## src/rtl/baud_tick_gen.sv

```systemverilog
// -----------------------------------------------------------------------------
// baud_tick_gen
//
// Purpose:
//   Runtime-programmable baud tick generator for the UART. A fixed-point
//   divisor {integer, fraction} sets the oversample interval. A fractional
//   accumulator stretches some intervals by one cycle, so the average rate
//   does not drift. The block produces single-cycle oversample, mid-bit and
//   bit-boundary ticks. It also keeps a legacy square-wave output.
//
// Ports:
//   i_clk       clock
//   i_rst       synchronous, active-high reset (highest priority)
//   i_enable    run counters; when low all counting state holds
//   i_resync    restart the tick phase (counter, accumulator, os counter)
//   i_div_wr    divisor write strobe
//   i_div_in    new divisor {integer[DIV_WIDTH], fraction[FRAC_WIDTH]}
//   o_div_q     active divisor
//   o_div_err   one-cycle pulse when a write is rejected (integer part < 2)
//   o_os_tick   oversample tick, one cycle wide
//   o_mid_tick  mid-bit tick, coincides with the os_tick that reaches OS/2
//   o_bit_tick  bit-boundary tick, coincides with the os_tick that wraps
//   o_baud_clk  legacy square wave, toggles on every os_tick
// -----------------------------------------------------------------------------
module baud_tick_gen #(
    parameter int     CLK_FREQ     = 50000000,
    parameter int     DEFAULT_BAUD = 19200,
    parameter int     OVERSAMPLE   = 16,
    parameter int     DIV_WIDTH    = 16,
    parameter int     FRAC_WIDTH   = 4,
    // round(CLK_FREQ * 2^FRAC_WIDTH / (DEFAULT_BAUD * OVERSAMPLE))
    parameter longint DEFAULT_DIV  =
        ((longint'(CLK_FREQ) << (FRAC_WIDTH + 1)) + longint'(DEFAULT_BAUD) * OVERSAMPLE)
        / (2 * longint'(DEFAULT_BAUD) * OVERSAMPLE)
) (
    input  logic                            i_clk,
    input  logic                            i_rst,
    input  logic                            i_enable,
    input  logic                            i_resync,
    input  logic                            i_div_wr,
    input  logic [DIV_WIDTH+FRAC_WIDTH-1:0] i_div_in,
    output logic [DIV_WIDTH+FRAC_WIDTH-1:0] o_div_q,
    output logic                            o_div_err,
    output logic                            o_os_tick,
    output logic                            o_mid_tick,
    output logic                            o_bit_tick,
    output logic                            o_baud_clk
);

    localparam int DW   = DIV_WIDTH + FRAC_WIDTH;
    localparam int CW   = DIV_WIDTH + 1;
    localparam int OS_W = $clog2(OVERSAMPLE);

    localparam logic [DW-1:0]   DEF_DIV = DW'(DEFAULT_DIV);
    localparam logic [OS_W-1:0] OS_MID  = OS_W'(OVERSAMPLE / 2 - 1);
    localparam logic [OS_W-1:0] OS_LAST = OS_W'(OVERSAMPLE - 1);

    // State
    logic [DW-1:0]         r_div;
    logic [DW-1:0]         r_pend;
    logic                  r_pend_valid;
    logic [CW-1:0]         r_cnt;
    logic [FRAC_WIDTH-1:0] r_acc;
    logic [OS_W-1:0]       r_os_cnt;
    logic                  r_os_tick;
    logic                  r_mid_tick;
    logic                  r_bit_tick;
    logic                  r_baud_clk;
    logic                  r_div_err;

    // Combinational helpers
    logic [DIV_WIDTH-1:0]  w_div_int;
    logic [FRAC_WIDTH-1:0] w_div_frac;
    logic [FRAC_WIDTH:0]   w_sum;
    logic                  w_carry;
    logic [CW-1:0]         w_period;
    logic                  w_last;
    logic                  w_int_end;
    logic                  w_wr_ok;
    logic                  w_apply;

    assign w_div_int  = r_div[DW-1:FRAC_WIDTH];
    assign w_div_frac = r_div[FRAC_WIDTH-1:0];

    // The carry out of the fractional sum stretches this interval by one cycle.
    assign w_sum    = {1'b0, r_acc} + {1'b0, w_div_frac};
    assign w_carry  = w_sum[FRAC_WIDTH];
    assign w_period = {1'b0, w_div_int} + {{DIV_WIDTH{1'b0}}, w_carry};

    // Use >= instead of ==. The divisor can shrink while the counter holds
    // with enable low, and the counter must not run past the new period.
    assign w_last    = (r_cnt >= (w_period - CW'(1)));
    assign w_int_end = i_enable && !i_resync && w_last;

    assign w_wr_ok = i_div_wr && (i_div_in[DW-1:FRAC_WIDTH] >= DIV_WIDTH'(2));

    // The pending divisor is taken at an interval boundary. With the counters
    // frozen there is no boundary to wait for, so it is taken at once.
    assign w_apply = r_pend_valid && (w_int_end || !i_enable);

    // NOTE: sequential state uses non-blocking assignments only. Every register
    // then samples the pre-edge values, whatever order the statements are in.
    always_ff @(posedge i_clk) begin
        // NOTE: reset is synchronous. It is tested first, so it overrides
        // enable, resync and any divisor write in the same cycle.
        if (i_rst) begin
            r_div        <= DEF_DIV;
            r_pend       <= '0;
            r_pend_valid <= 1'b0;
            r_cnt        <= '0;
            r_acc        <= '0;
            r_os_cnt     <= '0;
            r_os_tick    <= 1'b0;
            r_mid_tick   <= 1'b0;
            r_bit_tick   <= 1'b0;
            r_baud_clk   <= 1'b0;
            r_div_err    <= 1'b0;
        end else begin
            r_div_err <= i_div_wr && !w_wr_ok;

            // Tick pulses last one cycle. They are high only after an interval end.
            r_os_tick  <= w_int_end;
            r_mid_tick <= w_int_end && (r_os_cnt == OS_MID);
            r_bit_tick <= w_int_end && (r_os_cnt == OS_LAST);

            // Phase counters. resync wins even when enable is low.
            if (i_resync) begin
                r_cnt    <= '0;
                r_acc    <= '0;
                r_os_cnt <= '0;
            end else if (w_int_end) begin
                r_cnt      <= '0;
                r_acc      <= w_sum[FRAC_WIDTH-1:0];
                r_os_cnt   <= (r_os_cnt == OS_LAST) ? '0 : r_os_cnt + OS_W'(1);
                r_baud_clk <= ~r_baud_clk;
            end else if (i_enable) begin
                r_cnt <= r_cnt + CW'(1);
            end

            // Divisor update. A valid write together with resync takes effect
            // at once, because the phase restarts anyway.
            if (w_wr_ok && i_resync) begin
                r_div        <= i_div_in;
                r_pend_valid <= 1'b0;
            end else begin
                if (w_apply) begin
                    r_div <= r_pend;
                end
                // A new write keeps pending valid. The last write wins.
                if (w_wr_ok) begin
                    r_pend       <= i_div_in;
                    r_pend_valid <= 1'b1;
                end else if (w_apply) begin
                    r_pend_valid <= 1'b0;
                end
            end
        end
    end

    assign o_div_q    = r_div;
    assign o_div_err  = r_div_err;
    assign o_os_tick  = r_os_tick;
    assign o_mid_tick = r_mid_tick;
    assign o_bit_tick = r_bit_tick;
    assign o_baud_clk = r_baud_clk;

endmodule

```

## config.mk

```make
export PLATFORM = sky130hd
export DESIGN_NAME = baud_tick_gen
export DESIGN_NICKNAME = d
export VERILOG_FILES = /design/src/rtl/baud_tick_gen.sv
export SDC_FILE = /design/constraint.sdc
export NUM_CORES = 1
export LEC_CHECK = 0
export CORE_ASPECT_RATIO = 1.5
export CORE_MARGIN = 2
export CORE_UTILIZATION = 50
export DETAILED_ROUTE_END_ITERATION = 8
export PLACE_DENSITY = 0.73
export SKIP_LAST_GASP = 1
export SLEW_MARGIN = 10
export SYNTH_ARGS = -nofsm -noshare
export SYNTH_HDL_FRONTEND = slang
export SYNTH_SLANG_ARGS = --single-unit
```

## constraint.sdc

```tcl
create_clock -name i_clk -period 7.8 [get_ports i_clk]
set_input_delay 0.78 -clock i_clk [delete_from_list [all_inputs] [get_ports i_clk]]
set_output_delay 0.78 -clock i_clk [all_outputs]
set_load 0.01 [all_outputs]
```

## Yosys cells after proc, flatten, opt, wreduce, memory -nomap -nowiden

Index checks and enable logic that the tools add are counted.

- Word-level logic and storage cells: 47
- Output and inout bits: 25
- Register bits: 71
- Input bits: 25

- Eq/ne operators: 2
- Bitwise gates (word level): 3
- Order comparisons: 2
- Reductions and logical operators: 19
- Add/subtract/negate cells: 5
- Muxes and demuxes: 5

Operators with widths:

| cell | count |
|---|---|
| $mux 20 | 2 |
| $add 16x1->17 | 1 |
| $add 17x1->17 const B | 1 |
| $ge 17x17->1 | 1 |
| $sub 17x1->17 const B | 1 |
| $ge 16x2->1 const B | 1 |
| $logic_and 1x1->1 | 8 |
| $add 4x4->5 | 1 |
| $add 4x1->4 const B | 1 |
| $eq 4x3->1 const B | 1 |
| $eq 4x4->1 const B | 1 |
| $mux 4 | 1 |
| $reduce_and 2->1 | 2 |
| $reduce_bool 2->1 | 2 |
| $reduce_or 2->1 | 2 |
| $logic_not 1->1 | 3 |
| $not 1->1 | 3 |
| $reduce_or 3->1 | 1 |
| $mux 1 | 2 |
| $logic_or 1x1->1 | 1 |

## Depth between registers and ports, before layout

Gate-level depths: netlist of run 1.

- Word-level depth: 9
- Depth in mapped cells: 20
- Gate-level depth less buffers: 19

## Least setup slack after synthesis of run 1

No wires, ideal clock.

- Kind: flip-flop to flip-flop
- Start: register r_div[0] (netlist: o_div_q[0])
- End: register r_acc[0]
- Setup time: 0.126 ns
- Cell stages (with the launch flop): 19
- Required time: 7.674 ns
- Path slack: 3.686 ns
- Data arrival time: 3.988 ns
- Path buffers: 1
- Period minus slack after synthesis: 4.114 ns
- Cell sequence: dfxtp_1 > ha_1 > inv_1 > fa_1 > inv_1 > a21o_1 > a21oi_1 > ha_1 > ha_1 > nand2_1 > or3_1 > or3_1 > ha_1 > and4_4 > a221o_1 > a221oi_4 > buf_6 > mux2i_1 > nor2_1

- Word-level cells in the longest chain between the ends: 5

Ends and longest elaborated chain:

| what | RTL line | source |
|---|---|---|
| start: declaration | 59 | `logic [DW-1:0] r_div;` |
| start signal: assignment | 143 | `r_div <= i_div_in;` |
| start signal: assignment | 147 | `r_div <= r_pend;` |
| $add 4x4->5 (*) | 86 | `assign w_sum = {1'b0, r_acc} + {1'b0, w_div_frac};` |
| $add 16x1->17 | 88 | `assign w_period = {1'b0, w_div_int} + {{DIV_WIDTH{1'b0}}, w_carry};` |
| $sub 17x1->17 | 92 | `assign w_last = (r_cnt >= (w_period - CW'(1)));` |
| $ge 17x17->1 | 92 |  |
| $logic_and 1x1->1 | 93 | `assign w_int_end = i_enable && !i_resync && w_last;` |
| end signal: assignment | 133 | `r_acc <= w_sum[FRAC_WIDTH-1:0];` |
| end: declaration | 63 | `logic [FRAC_WIDTH-1:0] r_acc;` |

Every way passes the cells marked *; elsewhere a longest branch is shown, timed or not.
A chain may end at the register's enable or synchronous reset.

## Worst setup path after layout of run 1

- Start: register r_div[0] (netlist: o_div_q[0])
- End: register r_div[9] (netlist: o_div_q[9])

- Word-level cells in the longest chain between the ends: 8

Ends and longest elaborated chain:

| what | RTL line | source |
|---|---|---|
| $add 4x4->5 | 86 |  |
| $add 16x1->17 | 88 |  |
| $sub 17x1->17 | 92 |  |
| $ge 17x17->1 | 92 |  |
| $logic_and 1x1->1 | 93 |  |
| $logic_or 1x1->1 | 99 | `assign w_apply = r_pend_valid && (w_int_end \|\| !i_enable);` |
| $logic_and 1x1->1 | 99 |  |
| $reduce_bool 2->1 (no source line) | -- |  |

No other way between the ends.

==> flow_metrics.py, run 1 <==
metrics = {
    "run_status": {
        "outcome": "finished, final reports clean",
    },
    "power_and_ir_drop": {
        "power.total_mw": 0.881,
        "p_per_area_mw_per_mm2": 190,
        "leakage_nw": 1.71,
        "ir_worst_vdd_mv": 0.146,
    },
    "yosys": {
        "synth_ff_type": "dfxtp_1",
        "synth-warning-count": 0,
        "synth_edf_count": 0,
        "synth.yosys.seq_area_share_pct": 37.1,
        "synth_fp_nets": 467,
        "syn_area_mm2": 0.00384,
        "synthesis.instances": 416,
        "async_flop_share_pct": 0,
        "synth_seq_cells": 71,
        "synth_area_per_cell_um2": 9.22,
        "synth_cell_type_count": 45,
    },
    "critical_path": {
        "crit_required_ns": 8.06,
        "path_cells": "ha_1, inv_1, fa_1, inv_1, a21o_1, a21oi_1, ha_1, ha_1, nand2_1, or3_1, nor3_1, xnor2_1, ha_1, and4_4, a221o_1, a211oi_2, o21a_1, mux2i_1",
        "critPathMaxStageDelay_ns": 0.75,
        "cp-start-kind": "flop",
        "cp_slowest_cell": "o21a_1",
        "worstPathMaxFanout": 20,
        "critPathKind": "flop to flop",
        "cp-end-kind": "flop",
        "cp.arrival_ns": 5.42,
        "cpMostUsedCell": "ha_1",
    },
    "grt": {
        "grt_pass1_vias": 2958,
        "grt-ovfl-total": 0,
        "gr-usage-all-layers_pct": 20.8,
        "grt_start_max_net_pins": 52,
        "grt_pass1_wl_um": 13600,
        "grt_antenna_before_repair": 0,
    },
    "place": {
        "placed_area_mm2": 0.00435,
        "hpwl_um": 6020,
        "port_buffers": 49,
        "routabilityCongestion": 0.780,
    },
    "die": {
        "coreArea_mm2": 0.00751,
        "io_pins": 50,
        "rows": 39,
        "die_area_mm2": 0.00840,
        "die_y_um": 111,
        "initial_core_util_pct": 51.0,
        "die_x_um": 75.5,
    },
    "clock_network": {
        "insertion_delay_ns": 0.33,
        "root_buffer": "clkbuf_16",
        "cts_buffers": 9,
        "cts_sinks": 71,
        "post-cts-setup-buffers": 0,
        "clkTransAtPathRegs_ns": 0.06,
        "clockBufferDepth": 2,
        "cts_resized": 0,
        "htree_num_levels": 3,
        "hold_buffers": 0,
        "cts_tree": "built",
    },
    "finish": {
        "fin_nets": 506,
        "n_antenna_cell": 0,
        "stdcell_area_mm2": 0.00464,
        "drive_gt1_share_pct": 6.52,
        "final_cell_mix": "71 x dfxtp_1, 54 x nor2_1, 49 x clkdlybuf4s50_1",
        "fill_cells": 678,
        "mostFrequentLayoutCell": "dfxtp_1",
        "area_growth_pct": 21.0,
        "fin_util_pct": 61.8,
    },
    "drt": {
        "wl_um": 7900,
        "ant_nets": 0,
        "dr_total_vias": 3043,
        "avgViaCountPerCell": 5.41,
        "first_pass_iters": 4,
        "routedWlPerCell_um": 14.1,
        "route.detailed.drc": 0,
        "drt_iter0_markers": 101,
    },
    "timing": {
        "fin_worst_skew_ns": 0.00529,
        "clock.fmax_ghz": 0.194,
        "tightest_slew_ns": 1.16,
        "hold_viol": 0,
        "drv_slew": 0,
        "setup_viol": 0,
        "rsz0062_at_grt": "no",
        "period_share_pct": 66.2,
        "period_minus_slack_ns": 5.16,
        "fin_tns_setup_ns": 0,
        "slew_headroom_pct": 22.4,
        "worst_hold_slack_ns": 0.475,
    },
    "job": {
        "maxCapViolations": 0,
    },
    "hold_path": {
        "min_path_type": "flop to flop",
    },
}
-- per-stage QoR --
| stage | setup slack [ns] | std cells |
|---|---|---|
| 2_1_floorplan | 3.69 | 416 |
| 3_3_place_gp | 2.80 | 546 |
| 3_5_place_dp | 2.61 | 546 |
| 4_1_cts | 2.60 | 562 |
| 5_1_grt | 2.16 | 562 |
| 6_report | 2.64 | 562 |
-- per-layer routing --
metal,GRT usage (%),vias up,part of all wire (%)
li1,-,1568,-
met2,33.7,50,51
met5,0,-,0
met3,4.55,16,2.8
met4,9.47,0,2.2
met1,25.5,1409,43
-- state kept, by name, summed over array words and instances, names as in the netlist --
| name | flops |
|---|---|
| o_div_q | 20 |
| r_pend | 20 |
| r_cnt | 17 |
| r_acc | 4 |
| r_os_cnt | 4 |
| o_baud_clk | 1 |
| o_bit_tick | 1 |
| o_div_err | 1 |
| o_mid_tick | 1 |
| o_os_tick | 1 |
| r_pend_valid | 1 |
-- cell usage after synthesis (all sizes together) (13+ instances only) --
library cell / number / area [um2]
dfxtp: 71 / 1420
nor2: 55 / 206
xnor2: 21 / 184
a21oi: 19 / 106
ha: 25 / 313
mux2i: 40 / 400
o2111ai: 16 / 140
nand3: 13 / 65.1
nand2: 22 / 90.1
inv: 15 / 56.3
buf: 14 / 91.3
o31ai: 15 / 113
-- critical path, delay by kind of cell (launching register included) --
kind,cells,cell delay [ns]
buffers and inverters,2,0.13
flip-flops,1,0.32
adder cells (fa/ha/maj),5,1.13
multiplexers,1,0.25
AND/OR/NAND/NOR,4,0.86
XOR/XNOR,1,0.18
AO/OA/AOI/OAI,5,2.19
-- layout make-up --
type	instances	area, um2	share of cell area [%]
Clock buffer	12	267	5.74
Clock inverter	4	28.8	0.620
Inverter	15	56.3	1.21
Multi-Input combinational cell	307	2240	48.2
Sequential cell	71	1420	30.6
Tap cell	102	128	2.75
Timing Repair Buffer	51	505	10.9
-- where the power goes --
part           leakage (nW)  total, mW  switching (mW)  internal (mW)
Combinational         0.995      0.101          0.0521         0.0493
Sequential            0.577      0.385          0.0112          0.374
Clock                 0.141      0.395           0.154          0.241
-- logic make-up after synthesis --
| kind of cell | share of synthesized area [%] |
|---|---|
| buffers and inverters | 4.73 |
| XOR/XNOR | 7.31 |
| AND/OR/NAND/NOR | 16.8 |
| flip-flops | 37.1 |
| multiplexers | 10.4 |
| AO/OA/AOI/OAI | 15.0 |
| adder cells (fa/ha/maj) | 8.68 |
-- final timing paths --
path,from,slack (ns),to,depth (start not counted)
setup reg to reg,o_div_q[0],2.64,o_div_q[9],18
setup / recovery,o_div_q[0],2.64,o_div_q[9],18
hold reg to reg,r_pend[2],0.47,r_pend[2],2
hold / removal,r_pend[2],0.47,r_pend[2],2
Power figures use the tool's default switching activity.
==> run 2, diff against run 1 <==
==> constraint.sdc (replaced) <==
create_clock -name i_clk -period 4.9 [get_ports i_clk]
set_input_delay 0.49 -clock i_clk [delete_from_list [all_inputs] [get_ports i_clk]]
set_output_delay 0.49 -clock i_clk [all_outputs]
set_load 0.01 [all_outputs]
==> flow_metrics.py, run 2 (synthesized netlist as in run 1, its figures left out) <==
metrics = {
    "run_status": {
        "outcome": "finished, final reports clean",
    },
    "drt": {
        "avgViaCountPerCell": 5.43,
        "wl_um": 7980,
        "route.detailed.drc": 0,
        "drt_iter0_markers": 110,
        "first_pass_iters": 4,
        "routedWlPerCell_um": 14.1,
        "ant_nets": 0,
        "dr_total_vias": 3068,
    },
    "die": {
        "die_area_mm2": 0.00840,
        "die_x_um": 75.5,
        "io_pins": 50,
        "die_y_um": 111,
        "coreArea_mm2": 0.00751,
        "initial_core_util_pct": 51.0,
        "rows": 39,
    },
    "timing": {
        "drv_slew": 0,
        "tightest_slew_ns": 1.19,
        "setup_viol": 0,
        "rsz0062_at_grt": "no",
        "fin_ws_ns": 0.543,
        "slew_headroom_pct": 20.7,
        "fin_tns_setup_ns": 0,
        "hold_viol": 0,
        "period_minus_slack_ns": 4.36,
        "fin_worst_skew_ns": 0.00575,
        "clock.fmax_ghz": 0.230,
        "period_share_pct": 88.9,
    },
    "critical_path": {
        "r2r_setup_slack_ns": 0.54,
        "worstPathMaxFanout": 18,
        "path_cells": "ha_1, inv_1, fa_1, inv_1, a21o_1, a21oi_1, ha_1, ha_1, nand2_1, or3_1, nor3_1, xnor2_1, ha_1, and4_4, a221o_1, a221oi_4, buf_4, nor2_1, o221a_2",
        "cp_slowest_cell": "a221o_1",
        "r2r-end": "r_os_cnt[3]",
        "cp-start-kind": "flop",
        "cp-end-kind": "flop",
        "critPathKind": "flop to flop",
        "critPathMaxStageDelay_ns": 0.41,
        "crit_required_ns": 5.12,
        "cp.arrival_ns": 4.58,
        "cpMostUsedCell": "ha_1",
        "r2r_cells": 19,
        "r2r_start": "o_div_q[0]",
    },
    "clock_network": {
        "cts_tree": "built",
        "cts_resized": 0,
        "hold_buffers": 0,
        "htree_num_levels": 3,
        "post-cts-setup-buffers": 0,
        "clkTransAtPathRegs_ns": 0.06,
        "root_buffer": "clkbuf_16",
        "clockBufferDepth": 2,
        "insertion_delay_ns": 0.34,
        "cts_sinks": 71,
        "cts_buffers": 9,
    },
    "power_and_ir_drop": {
        "p_per_area_mw_per_mm2": 295,
        "power.total_mw": 1.37,
        "leakage_nw": 1.72,
        "ir_worst_vdd_mv": 0.221,
    },
    "job": {
        "maxCapViolations": 0,
    },
    "finish": {
        "area_growth_pct": 21.1,
        "mostFrequentLayoutCell": "dfxtp_1",
        "fin_nets": 509,
        "drive_gt1_share_pct": 7.13,
        "final_cell_mix": "71 x dfxtp_1, 54 x nor2_1, 49 x clkdlybuf4s50_1",
        "fin_util_pct": 61.8,
        "n_antenna_cell": 0,
        "fin_cells": 565,
    },
    "hold_path": {
        "min_path_cells": 2,
        "hp-start": "r_pend[5]",
        "hold_end": "r_pend[5]",
        "min_path_type": "flop to flop",
    },
    "grt": {
        "gr-usage-all-layers_pct": 20.7,
        "grt_antenna_before_repair": 0,
        "grt_start_max_net_pins": 52,
        "grt-ovfl-total": 0,
        "grt_pass1_wl_um": 13500,
        "grt_pass1_vias": 2924,
    },
    "place": {
        "routabilityCongestion": 0.819,
        "dp_cells": 549,
        "hpwl_um": 6000,
        "place_ws_ns": 0.538,
        "port_buffers": 49,
    },
}
[run 2: worst max-delay path by stage]
stage / end / startpoint / slack (ns)
after floorplan: r_acc[0] / o_div_q[0] / 0.79
after global placement: r_os_cnt[3] / o_div_q[0] / 0.70
after detailed placement: r_os_cnt[3] / o_div_q[0] / 0.54
after CTS: r_os_cnt[3] / o_div_q[0] / 0.53
after global routing: r_os_cnt[3] / o_div_q[0] / 0.27
final: r_os_cnt[3] / o_div_q[0] / 0.54
[run 2: area by class of cell]
type,count,area [um2]
Clock inverter,6,36.3
Timing Repair Buffer,54,528
Fill cell,712,2870
Clock buffer,10,239
Tap cell,102,128
Sequential cell,71,1420
Multi-Input combinational cell,307,2240
Inverter,15,56.3
[run 2: through the flow]
| stage | hold slack, ns | cell area (um2) |
|---|---|---|
| final | 0.472 | 4640 |
| after global routing | 0.494 | 4640 |
| after CTS | 0.471 | 4640 |
| after detailed placement | 0.463 | 4370 |
| after global placement | 0.457 | 4370 |
| after floorplan | 0.449 | 3840 |
[run 2: report_power, final]
part	leakage, nW	switching (mW)	total (mW)	internal, mW
combinational	1.01	0.0820	0.161	0.0792
clock	0.138	0.242	0.595	0.353
sequential	0.577	0.0176	0.613	0.595
total	1.72	0.342	1.37	1.03
[run 2: worst max-delay path, delay by kind of cell (launching register included)]
family          cells  cell delay [ns]
compound gates      5             1.27
xor+xnor            1             0.17
fa+ha+maj           5             1.12
buf+inv             3             0.39
flops               1             0.33
simple gates        5             0.97
[run 2: metal layers]
| metal | vias up | wire length, um | track usage [%] |
|---|---|---|---|
| met4 | 0 | 141 | 8.07 |
| li1 | 1577 | - | - |
| met1 | 1446 | 3510 | 24.3 |
| met3 | 9 | 216 | 5.64 |
| met2 | 36 | 4110 | 34.7 |
| met5 | - | 0 | 0 |
==> run 3, diff against run 2 <==
--- a/config.mk
+++ b/config.mk
@@ -5,10 +5,12 @@
 export SDC_FILE = /design/constraint.sdc
 export NUM_CORES = 1
 export LEC_CHECK = 0
+export ABC_CLOCK_PERIOD_IN_PS = 4900
 export CORE_ASPECT_RATIO = 1.5
 export CORE_MARGIN = 2
 export CORE_UTILIZATION = 50
 export DETAILED_ROUTE_END_ITERATION = 8
+export GPL_TIMING_DRIVEN = 0
 export PLACE_DENSITY = 0.73
 export SKIP_LAST_GASP = 1
 export SLEW_MARGIN = 10
==> flow_metrics.py, run 3 (synthesized netlist as in run 1, its figures left out) <==
metrics = {
    "run_status": {
        "outcome": "finished, final reports clean",
    },
    "drt": {
        "ant_nets": 0,
        "route.detailed.drc": 0,
        "dr_total_vias": 3163,
        "avgViaCountPerCell": 5.43,
        "routedWlPerCell_um": 14.6,
        "drt_iter0_markers": 126,
        "first_pass_iters": 6,
        "wl_um": 8510,
    },
    "hold_path": {
        "min_path_type": "flop to flop",
        "min_path_cells": 2,
        "hp-start": "r_pend[11]",
        "hold_end": "r_pend[11]",
    },
    "power_and_ir_drop": {
        "sw_frac_of_total_pct": 22.2,
        "seqPwrFrac_pct": 40.1,
        "p_per_area_mw_per_mm2": 319,
        "intPower_mw": 1.19,
        "clkPwrFrac_pct": 48.8,
        "p_switching_mw": 0.339,
        "ir_worst_vdd_mv": 0.226,
        "leakage_nw": 1.79,
        "pwr-share-comb_pct": 11.1,
    },
    "critical_path": {
        "crit_required_ns": 5.16,
        "r2r_cells": 18,
        "cp-start-kind": "flop",
        "r2r_start": "o_div_q[0]",
        "worstPathMaxFanout": 10,
        "cp-end-kind": "flop",
        "cp.arrival_ns": 4.80,
        "critPathMaxStageDelay_ns": 0.42,
        "cpMostUsedCell": "ha_1",
        "critPathKind": "flop to flop",
        "r2r-end": "o_div_q[11]",
        "r2r_setup_slack_ns": 0.36,
        "cp_slowest_cell": "a221o_1",
        "path_cells": "ha_1, inv_1, fa_1, inv_1, a21o_1, a21oi_1, ha_1, ha_1, nand2_1, or3_1, or3_1, ha_1, and4_4, a221o_1, a211oi_2, o21a_1, buf_6, mux2i_1",
    },
    "timing": {
        "setup_viol": 0,
        "hold_viol": 0,
        "drv_slew": 0,
        "period_minus_slack_ns": 4.54,
        "tightest_slew_ns": 0.616,
        "period_share_pct": 92.7,
        "fin_worst_skew_ns": 0.00621,
        "clock.fmax_ghz": 0.220,
        "slew_headroom_pct": 58.9,
        "fin_tns_setup_ns": 0,
        "worst_hold_slack_ns": 0.474,
        "rsz0062_at_grt": "no",
    },
    "finish": {
        "mostFrequentLayoutCell": "dfxtp_1",
        "final_cell_mix": "71 x dfxtp_1, 55 x nor2_1, 47 x clkdlybuf4s50_1",
        "fin_util_pct": 63.8,
        "area_growth_pct": 25.0,
        "drive_gt1_share_pct": 7.50,
        "fill_cells": 651,
        "fin_nets": 526,
        "n_antenna_cell": 0,
    },
    "die": {
        "rows": 39,
        "die_y_um": 111,
        "coreArea_mm2": 0.00751,
        "initial_core_util_pct": 51.0,
        "die_area_mm2": 0.00840,
        "die_x_um": 75.5,
        "io_pins": 50,
    },
    "grt": {
        "use_met1_pct": 24.6,
        "grt_antenna_before_repair": 0,
        "busiest_layer": "met2",
        "grtUsageMet3_pct": 4.82,
        "grt_start_max_net_pins": 12,
        "grt-ovfl-total": 0,
        "gr-usage-all-layers_pct": 21.8,
        "grt_pass1_wl_um": 14200,
        "grtUsageMet2_pct": 37.9,
        "grt_pass1_vias": 3093,
    },
    "job": {
        "maxCapViolations": 0,
    },
    "clock_network": {
        "cts_tree": "built",
        "clockBufferDepth": 2,
        "clkTransAtPathRegs_ns": 0.06,
        "insertion_delay_ns": 0.33,
        "htree_num_levels": 3,
        "cts_buffers": 9,
        "root_buffer": "clkbuf_16",
        "cts_sinks": 71,
        "hold_buffers": 0,
    },
    "place": {
        "port_buffers": 47,
        "routabilityCongestion": 0.803,
        "hpwl_um": 6620,
    },
}
run 3: repair_timing:
item / in CTS / in global routing
setup buffers: 0 / 1
hold endpoints to repair: 0 / 0
gates resized for setup: 0 / 0
endpoints found under the setup margin: 0 / 4
run 3: layout make-up:
type | instances | area, um2 | share of cell area, %
plain buffers | 23 | 125 | 2.61
clock buffers | 13 | 250 | 5.22
clock inverters | 3 | 90.1 | 1.88
inverters | 15 | 56.3 | 1.17
multi-input cells | 307 | 2230 | 46.6
flip-flops and latches | 71 | 1420 | 29.6
well taps | 102 | 128 | 2.66
repair buffers | 48 | 490 | 10.2
run 3: how the worst max path moves through the flow:
stage / start / endpoint / slack (ns) / cells past startpoint
global route: o_div_q[0] / o_div_q[9] / 0.03 / 18
global placement: o_div_q[0] / r_acc[2] / 0.32 / 18
CTS: o_div_q[0] / r_acc[3] / 0.22 / 18
detailed placement: o_div_q[0] / r_acc[3] / 0.25 / 18
finish: o_div_q[0] / o_div_q[11] / 0.36 / 18
floorplan: o_div_q[0] / r_acc[0] / 0.79 / 18
run 3: critical path, delay by kind of cell (launching register included):
family | cells | cell delay [ns]
AOI/OAI and AO/OA | 5 | 1.42
adders and majority gates | 5 | 1.17
and+or+nand+nor | 4 | 1.05
DFF | 1 | 0.33
buffers and inverters | 3 | 0.29
muxes | 1 | 0.20
run 3: power groups by stage:
stage          clock network [mW]  registers, mW  logic (mW)
6_report                    0.745          0.613       0.170
5_1_grt                     0.780          0.615       0.186
4_1_cts                     0.754          0.613       0.170
3_5_place_dp                    0          0.625       0.168
3_3_place_gp                    0          0.625       0.165
2_1_floorplan                   0          0.624       0.102
run 3: per-layer routing:
metal	up-vias	wire (um)
met5	-	0
li1	1615	-
met3	14	233
met1	1486	3450
met2	48	4640
met4	0	187
run 3: stage by stage:
step                      power, mW  instance area, um2  worst slack, ns  std cells
after global routing           1.58                4790           0.0318        582
after CTS                      1.54                4770            0.219        581
after floorplan               0.726                3840            0.786        416
after detailed placement      0.793                4430            0.246        565
final                          1.53                4790            0.356        582
after global placement        0.790                4430            0.320        565
